File: src/rtl/kbd_char_fifo_pkg.sv
// ============================================================================
//  Module   : kbd_char_fifo_pkg
//  Purpose  : Shared sizes and operation decode for the keyboard character FIFO.
//  Revision : 1.0 - initial release
// ============================================================================
`default_nettype none

package kbd_char_fifo_pkg;

   localparam int KBD_FIFO_DEPTH = 16;
   localparam int KBD_FIFO_AW    = 4;
   localparam int KBD_ASCII_W    = 8;

   typedef enum logic [1:0] {
      OP_IDLE = 2'd0,
      OP_PUSH = 2'd1,
      OP_POP  = 2'd2,
      OP_BOTH = 2'd3
   } fifo_op_e;

   // Collapses the accepted push/pop pair into one pointer/count update kind.
   function automatic fifo_op_e fifo_op(input logic push, input logic pop);
      fifo_op_e op;
      op = OP_IDLE;
      if (push && pop) begin
         op = OP_BOTH;
      end else if (push) begin
         op = OP_PUSH;
      end else if (pop) begin
         op = OP_POP;
      end
      return op;
   endfunction

endpackage

`default_nettype wire

File: src/rtl/kbd_fifo_mem.sv
// ============================================================================
//  Module   : kbd_fifo_mem
//  Purpose  : DEPTH x DATA_W storage, one synchronous write and one synchronous read port.
//  Revision : 1.0 - initial release
// ============================================================================
`default_nettype none

module kbd_fifo_mem
   import kbd_char_fifo_pkg::*;
#(
   parameter int DEPTH  = KBD_FIFO_DEPTH,
   parameter int ADDR_W = KBD_FIFO_AW,
   parameter int DATA_W = KBD_ASCII_W
) (
   input  logic              clk,
   input  logic              rst,
   input  logic              we_i,
   input  logic [ADDR_W-1:0] waddr_i,
   input  logic [DATA_W-1:0] wdata_i,
   input  logic              re_i,
   input  logic [ADDR_W-1:0] raddr_i,
   output logic [DATA_W-1:0] rdata_o
);

   logic [DATA_W-1:0] mem_q [DEPTH];
   logic [DATA_W-1:0] rdata_q;

   // Array is left without reset so it can map onto RAM primitives.
   always_ff @(posedge clk) begin
      if (we_i) begin
         mem_q[waddr_i] <= wdata_i;
      end
   end

   // Read register holds its value between pops; a same-address write
   // returns the old contents (read-before-write).
   always_ff @(posedge clk or negedge rst) begin
      if (!rst) begin
         rdata_q <= '0;
      end else if (re_i) begin
         rdata_q <= mem_q[raddr_i];
      end
   end

   assign rdata_o = rdata_q;

endmodule

`default_nettype wire

File: src/rtl/kbd_char_fifo.sv
// ============================================================================
//  Module   : kbd_char_fifo
//  Purpose  : Keyboard character buffer with status, sticky overflow and level IRQ.
//  Revision : 1.0 - initial release
// ============================================================================
`default_nettype none

module kbd_char_fifo
   import kbd_char_fifo_pkg::*;
#(
   parameter int DEPTH  = KBD_FIFO_DEPTH,
   parameter int ADDR_W = KBD_FIFO_AW
) (
   input  logic                   clk,
   input  logic                   rst,
   input  logic                   char_rda,
   input  logic [KBD_ASCII_W-1:0] char_in,
   input  logic                   rd_en,
   input  logic                   flush,
   input  logic                   clr_ovf,
   output logic [KBD_ASCII_W-1:0] rd_data,
   output logic                   rd_valid,
   output logic                   empty,
   output logic                   full,
   output logic [ADDR_W:0]        count,
   output logic                   overflow,
   output logic                   irq
);

   localparam logic [ADDR_W:0] c_full_count = (ADDR_W + 1)'(DEPTH);

   logic [ADDR_W-1:0] wp_q, wp_d;
   logic [ADDR_W-1:0] rp_q, rp_d;
   logic [ADDR_W:0]   count_q, count_d;
   logic              ovf_q, ovf_d;
   logic              rd_valid_q, rd_valid_d;

   logic              w_empty;
   logic              w_full;
   logic              w_pop;
   logic              w_push;
   logic              w_drop;
   fifo_op_e          w_op;

   assign w_empty = (count_q == '0);
   assign w_full  = (count_q == c_full_count);

   // A read on a full buffer frees the slot, so the write is accepted too.
   assign w_pop  = rd_en && !flush && !w_empty;
   assign w_push = char_rda && !flush && (!w_full || w_pop);
   assign w_drop = char_rda && !flush && w_full && !w_pop;
   assign w_op   = fifo_op(w_push, w_pop);

   always_comb begin
      wp_d       = wp_q;
      rp_d       = rp_q;
      count_d    = count_q;
      rd_valid_d = w_pop;
      ovf_d      = ovf_q;

      unique case (w_op)
         OP_PUSH: begin
            wp_d    = wp_q + 1'b1;
            count_d = count_q + 1'b1;
         end
         OP_POP: begin
            rp_d    = rp_q + 1'b1;
            count_d = count_q - 1'b1;
         end
         OP_BOTH: begin
            wp_d = wp_q + 1'b1;
            rp_d = rp_q + 1'b1;
         end
         default: begin
         end
      endcase

      if (flush) begin
         wp_d    = '0;
         rp_d    = '0;
         count_d = '0;
      end

      // A drop in the same cycle as a clear leaves the flag set.
      if (w_drop) begin
         ovf_d = 1'b1;
      end else if (clr_ovf) begin
         ovf_d = 1'b0;
      end
   end

   always_ff @(posedge clk or negedge rst) begin
      if (!rst) begin
         wp_q       <= '0;
         rp_q       <= '0;
         count_q    <= '0;
         ovf_q      <= 1'b0;
         rd_valid_q <= 1'b0;
      end else begin
         wp_q       <= wp_d;
         rp_q       <= rp_d;
         count_q    <= count_d;
         ovf_q      <= ovf_d;
         rd_valid_q <= rd_valid_d;
      end
   end

   kbd_fifo_mem #(
      .DEPTH  (DEPTH),
      .ADDR_W (ADDR_W),
      .DATA_W (KBD_ASCII_W)
   ) u_mem (
      .clk     (clk),
      .rst     (rst),
      .we_i    (w_push),
      .waddr_i (wp_q),
      .wdata_i (char_in),
      .re_i    (w_pop),
      .raddr_i (rp_q),
      .rdata_o (rd_data)
   );

   assign rd_valid = rd_valid_q;
   assign empty    = w_empty;
   assign full     = w_full;
   assign count    = count_q;
   assign overflow = ovf_q;
   assign irq      = !w_empty;

endmodule

`default_nettype wire
File: config.mk
export PLATFORM = sky130hd
export DESIGN_NAME = kbd_char_fifo
export DESIGN_NICKNAME = d
export VERILOG_FILES = /design/src/rtl/kbd_char_fifo_pkg.sv /design/src/rtl/kbd_fifo_mem.sv /design/src/rtl/kbd_char_fifo.sv
export SDC_FILE = /design/constraint.sdc
export NUM_CORES = 1
export LEC_CHECK = 0
export ABC_AREA = 1
export BUFFER_PORTS_ARGS = -buffer_cell sky130_fd_sc_hd__buf_2
export CAP_MARGIN = 15
export CORE_ASPECT_RATIO = 1.25
export CORE_MARGIN = 8
export CORE_UTILIZATION = 40
export CTS_CLUSTER_DIAMETER = 200
export CTS_CLUSTER_SIZE = 20
export DETAILED_ROUTE_END_ITERATION = 7
export PLACE_DENSITY_LB_ADDON = 0.25
export SYNTH_ARGS = -nofsm -noshare
export SYNTH_HDL_FRONTEND = slang
export SYNTH_SLANG_ARGS = --single-unit
File: constraint.sdc
create_clock -name clk -period 2.5 [get_ports clk]
set_input_delay 0.25 -clock clk [delete_from_list [all_inputs] [get_ports clk]]
set_output_delay 0.25 -clock clk [all_outputs]
set_load 0.02 [all_outputs]
==> impl_metrics.csv <==
group,metric,value,unit
run_status,status,"finished, final reports clean",
worst_setup_path,worst_ep_required_time,2820,ps
logic_synthesis,synth_seq_cells,151,
hold_path,hp-class,"input port to register",
clock_tree,clock_latency,420,ps
worst_setup_path,crit_arrival,2390,ps
worst_setup_path,reg2reg_slack,430,ps
logic_synthesis,ys_warn_count,0,
sta,whs,239,ps
placement,dpl.cell_count,918,
clock_tree,cts.sinks,151,
routing,drcViolationCount,0,
sta,fin_skew,7.14,ps
logic_synthesis,netlist_area,6830,µm²
finish,multiInputGateArea,1790,µm²
placement,place_hpwl,10300,µm
floorplan,std_cell_rows,53,
routing,drtIter0Drc,433,
routing,via_count,4604,
worst_setup_path,end_kind,"register",
finish,area_delta_synth_final,13.6,%
grt,antenna_found_initial,0,
sta,hold_viol,0,
routing,viasPerCell,4.84,
worst_setup_path,start_kind,"register",
floorplan,io_pins,32,
grt,grt_max_degree,39,
placement,gp_congestion,0.894,
finish,instances_no_fill,952,
grt,grt_usage,0.148,
worst_setup_path,critical_path_class,"register to register",
logic_synthesis,syn_nets,712,
routing,dr.pass1.iters,5,
logic_synthesis,ys.flop_type,"edfxtp_1",
floorplan,start_util,0.407,
sta,min_period,2070,ps
clock_tree,clockBufferDepth,2,
finish,final_cell_area,7750,µm²
power,p_per_area,885,nW/µm²
floorplan,dieArea,21500,µm²
finish,regArea,4420,µm²
finish,nNetsFinal,742,
finish,n_fill_cell,1576,
routing,finalWirelength,15300,µm
run,drv_cap,0,
floorplan,core-area,16800,µm²
sta,grt_setup_unrepaired,"no",
clock_tree,clockRootBuffer,"clkbuf_16",
grt,grt_pass1_vias,4545,
floorplan,die_y,162,µm
logic_synthesis,ys_seq_area_frac,0.647,
sta,fin_setup_tns,0,ps
logic_synthesis,synth-edff-count,128,
worst_setup_path,path_max_fanout,8,
logic_synthesis,synth-async-reset-ratio,0.152,
floorplan,dieWidth,133,µm
clock_tree,numCtsBuffers,17,
clock_tree,cts_tree,"done",
clock_tree,cts.clk_slew.worst_paths,60,ps
sta,drv_slew,0,
grt,grt_pass1_wl,24300,µm
clock_tree,htreeDepth,4,
sta,setup_viol,0,
logic_synthesis,syn_inst,689,
logic_synthesis,synthDistinctLibCells,26,
routing,ant_nets,0,
finish,num_antenna_cells,0,
sta,tightest_slew,738,ps
placement,place_area,7140,µm²
grt,grt_overflow,0,
finish,drive_above_1_share,0.120,
power,p_leak,3.46,nW
routing,avgRoutedWirePerCell,16.1,µm
sta,period_share,0.829,
sta,slew_headroom,0.506,
sta,fmax,482,MHz
logic_synthesis,synth_area_per_cell,9.91,µm²
power,ir_worst_vdd,0.000512,V
placement,port_buffers,31,
[per-layer routing]
metal / part of all wire / vias to the layer above / track usage / wire, µm
li1: - / 2272 / - / -
met1: 0.42 / 2164 / 0.176 / 6480
met4: 0.027 / 0 / 0.0693 / 416
met5: 0 / - / 0 / 0
met3: 0.054 / 29 / 0.0380 / 818
met2: 0.50 / 139 / 0.246 / 7570
[through the flow]
stage | setup slack, ps | utilization | total power, W
2_1_floorplan | 460 | - | 0.00401
3_3_place_gp | 404 | 0.425 | 0.00442
3_5_place_dp | 402 | 0.425 | 0.00442
4_1_cts | 396 | 0.462 | 0.00692
5_1_grt | 199 | 0.462 | 0.00717
6_report | 427 | 0.462 | 0.00686
[path summary, 6_finish.rpt]
| check | startpoint | endpoint | depth (start not counted) |
|---|---|---|---|
| min | flush | count[4]$_DFFE_PN0P_ | 4 |
| max in group asynchronous | rst | rp_q[0]$_DFFE_PN0P_ | 2 |
| min in group asynchronous | rst | u_mem.rdata_o[1]$_DFFE_PN0P_ | 2 |
| min reg2reg | u_mem.rdata_o[0]$_DFFE_PN0P_ | u_mem.rdata_o[0]$_DFFE_PN0P_ | 2 |
| max reg2reg | count[1]$_DFFE_PN0P_ | count[4]$_DFFE_PN0P_ | 13 |
| max | count[1]$_DFFE_PN0P_ | count[4]$_DFFE_PN0P_ | 13 |
[kinds of logic after synthesis]
kind of cell | share of synthesized area
AOI/OAI and AO/OA | 0.0123
xor gates and xnor gates | 0.00513
adders and majority gates | 0.0176
buffers and inverters | 0.0911
DFF | 0.647
and+or+nand+nor | 0.227
[cells in the final DEF (no fill, tap or decap), types with 2 or more instances in the layout]
master	Yosys	layout
inv_1	109	109
inv_4	0	2
dlygate4sd3_1	0	2
inv_2	9	9
buf_4	2	5
xor2_1	3	3
clkinv_4	0	4
nand4_1	3	3
clkbuf_8	0	3
nand2_1	222	222
nand3_1	106	106
a21oi_1	4	4
ha_1	8	8
nor2_2	2	2
o21ai_1	11	11
nand3_2	4	4
inv_6	0	3
dfrtp_1	23	22
edfxtp_1	128	128
buf_2	17	31
clkbuf_16	0	19
nor2_1	22	22
[flip-flops by register name (all words and copies together), names as in the netlist]
signal and count:
wp_q 4, rd_valid 1, u_mem.mem_q 128, rp_q 4, count 5, overflow 1, u_mem.rdata_o 8
[where the power goes]
group          switching, W  internal [W]  total (W)
clock               0.00102       0.00148    0.00250
combinational       0.00102      0.000427    0.00145
sequential        0.0000692       0.00285    0.00292
total               0.00211       0.00475    0.00686
[Yosys cell counts, types with 2 or more instances]
master | instances | area share
nand2_1 | 222 | 0.12
edfxtp_1 | 128 | 0.56
inv_1 | 109 | 0.060
nand3_1 | 106 | 0.078
dfrtp_1 | 23 | 0.084
nor2_1 | 22 | 0.012
buf_2 | 17 | 0.012
o21ai_1 | 11 | 0.0081
inv_2 | 9 | 0.0049
ha_1 | 8 | 0.015
buf_6 | 6 | 0.0099
a21oi_1 | 4 | 0.0029
nand3_2 | 4 | 0.0059
nand4_1 | 3 | 0.0027
xor2_1 | 3 | 0.0038
buf_4 | 2 | 0.0022
clkbuf_1 | 2 | 0.0011
nor2_2 | 2 | 0.0018
[what timing repair did]
item	CTS	global route
hold buffers	2	0
hold endpoints to repair	24	0
gates resized for setup	0	0
buffers inserted	0	0
[worst max-delay path: stages (launching register included)]
cell     delay [ps]
dfrtp_1         400
nor2_1          200
nand3_2         160
nand3_2         190
inv_2            90
ha_1            320
a21oi_1         190
nand2_1          70
nand2_1          70
nand2_1          50
nand2_1          60
nand2_1          60
nand2_1          60
nand2_1          40
[final cells by class]
cell class	instances	share of cell area
inverter	118	0.0571
sequential	151	0.570
tap	220	0.0355
multi-input combinational	392	0.230
timing repair buffer	39	0.0300
clock buffer	22	0.0666
clock inverter	10	0.0102
Note: power is estimated with default switching activity, not from simulation.
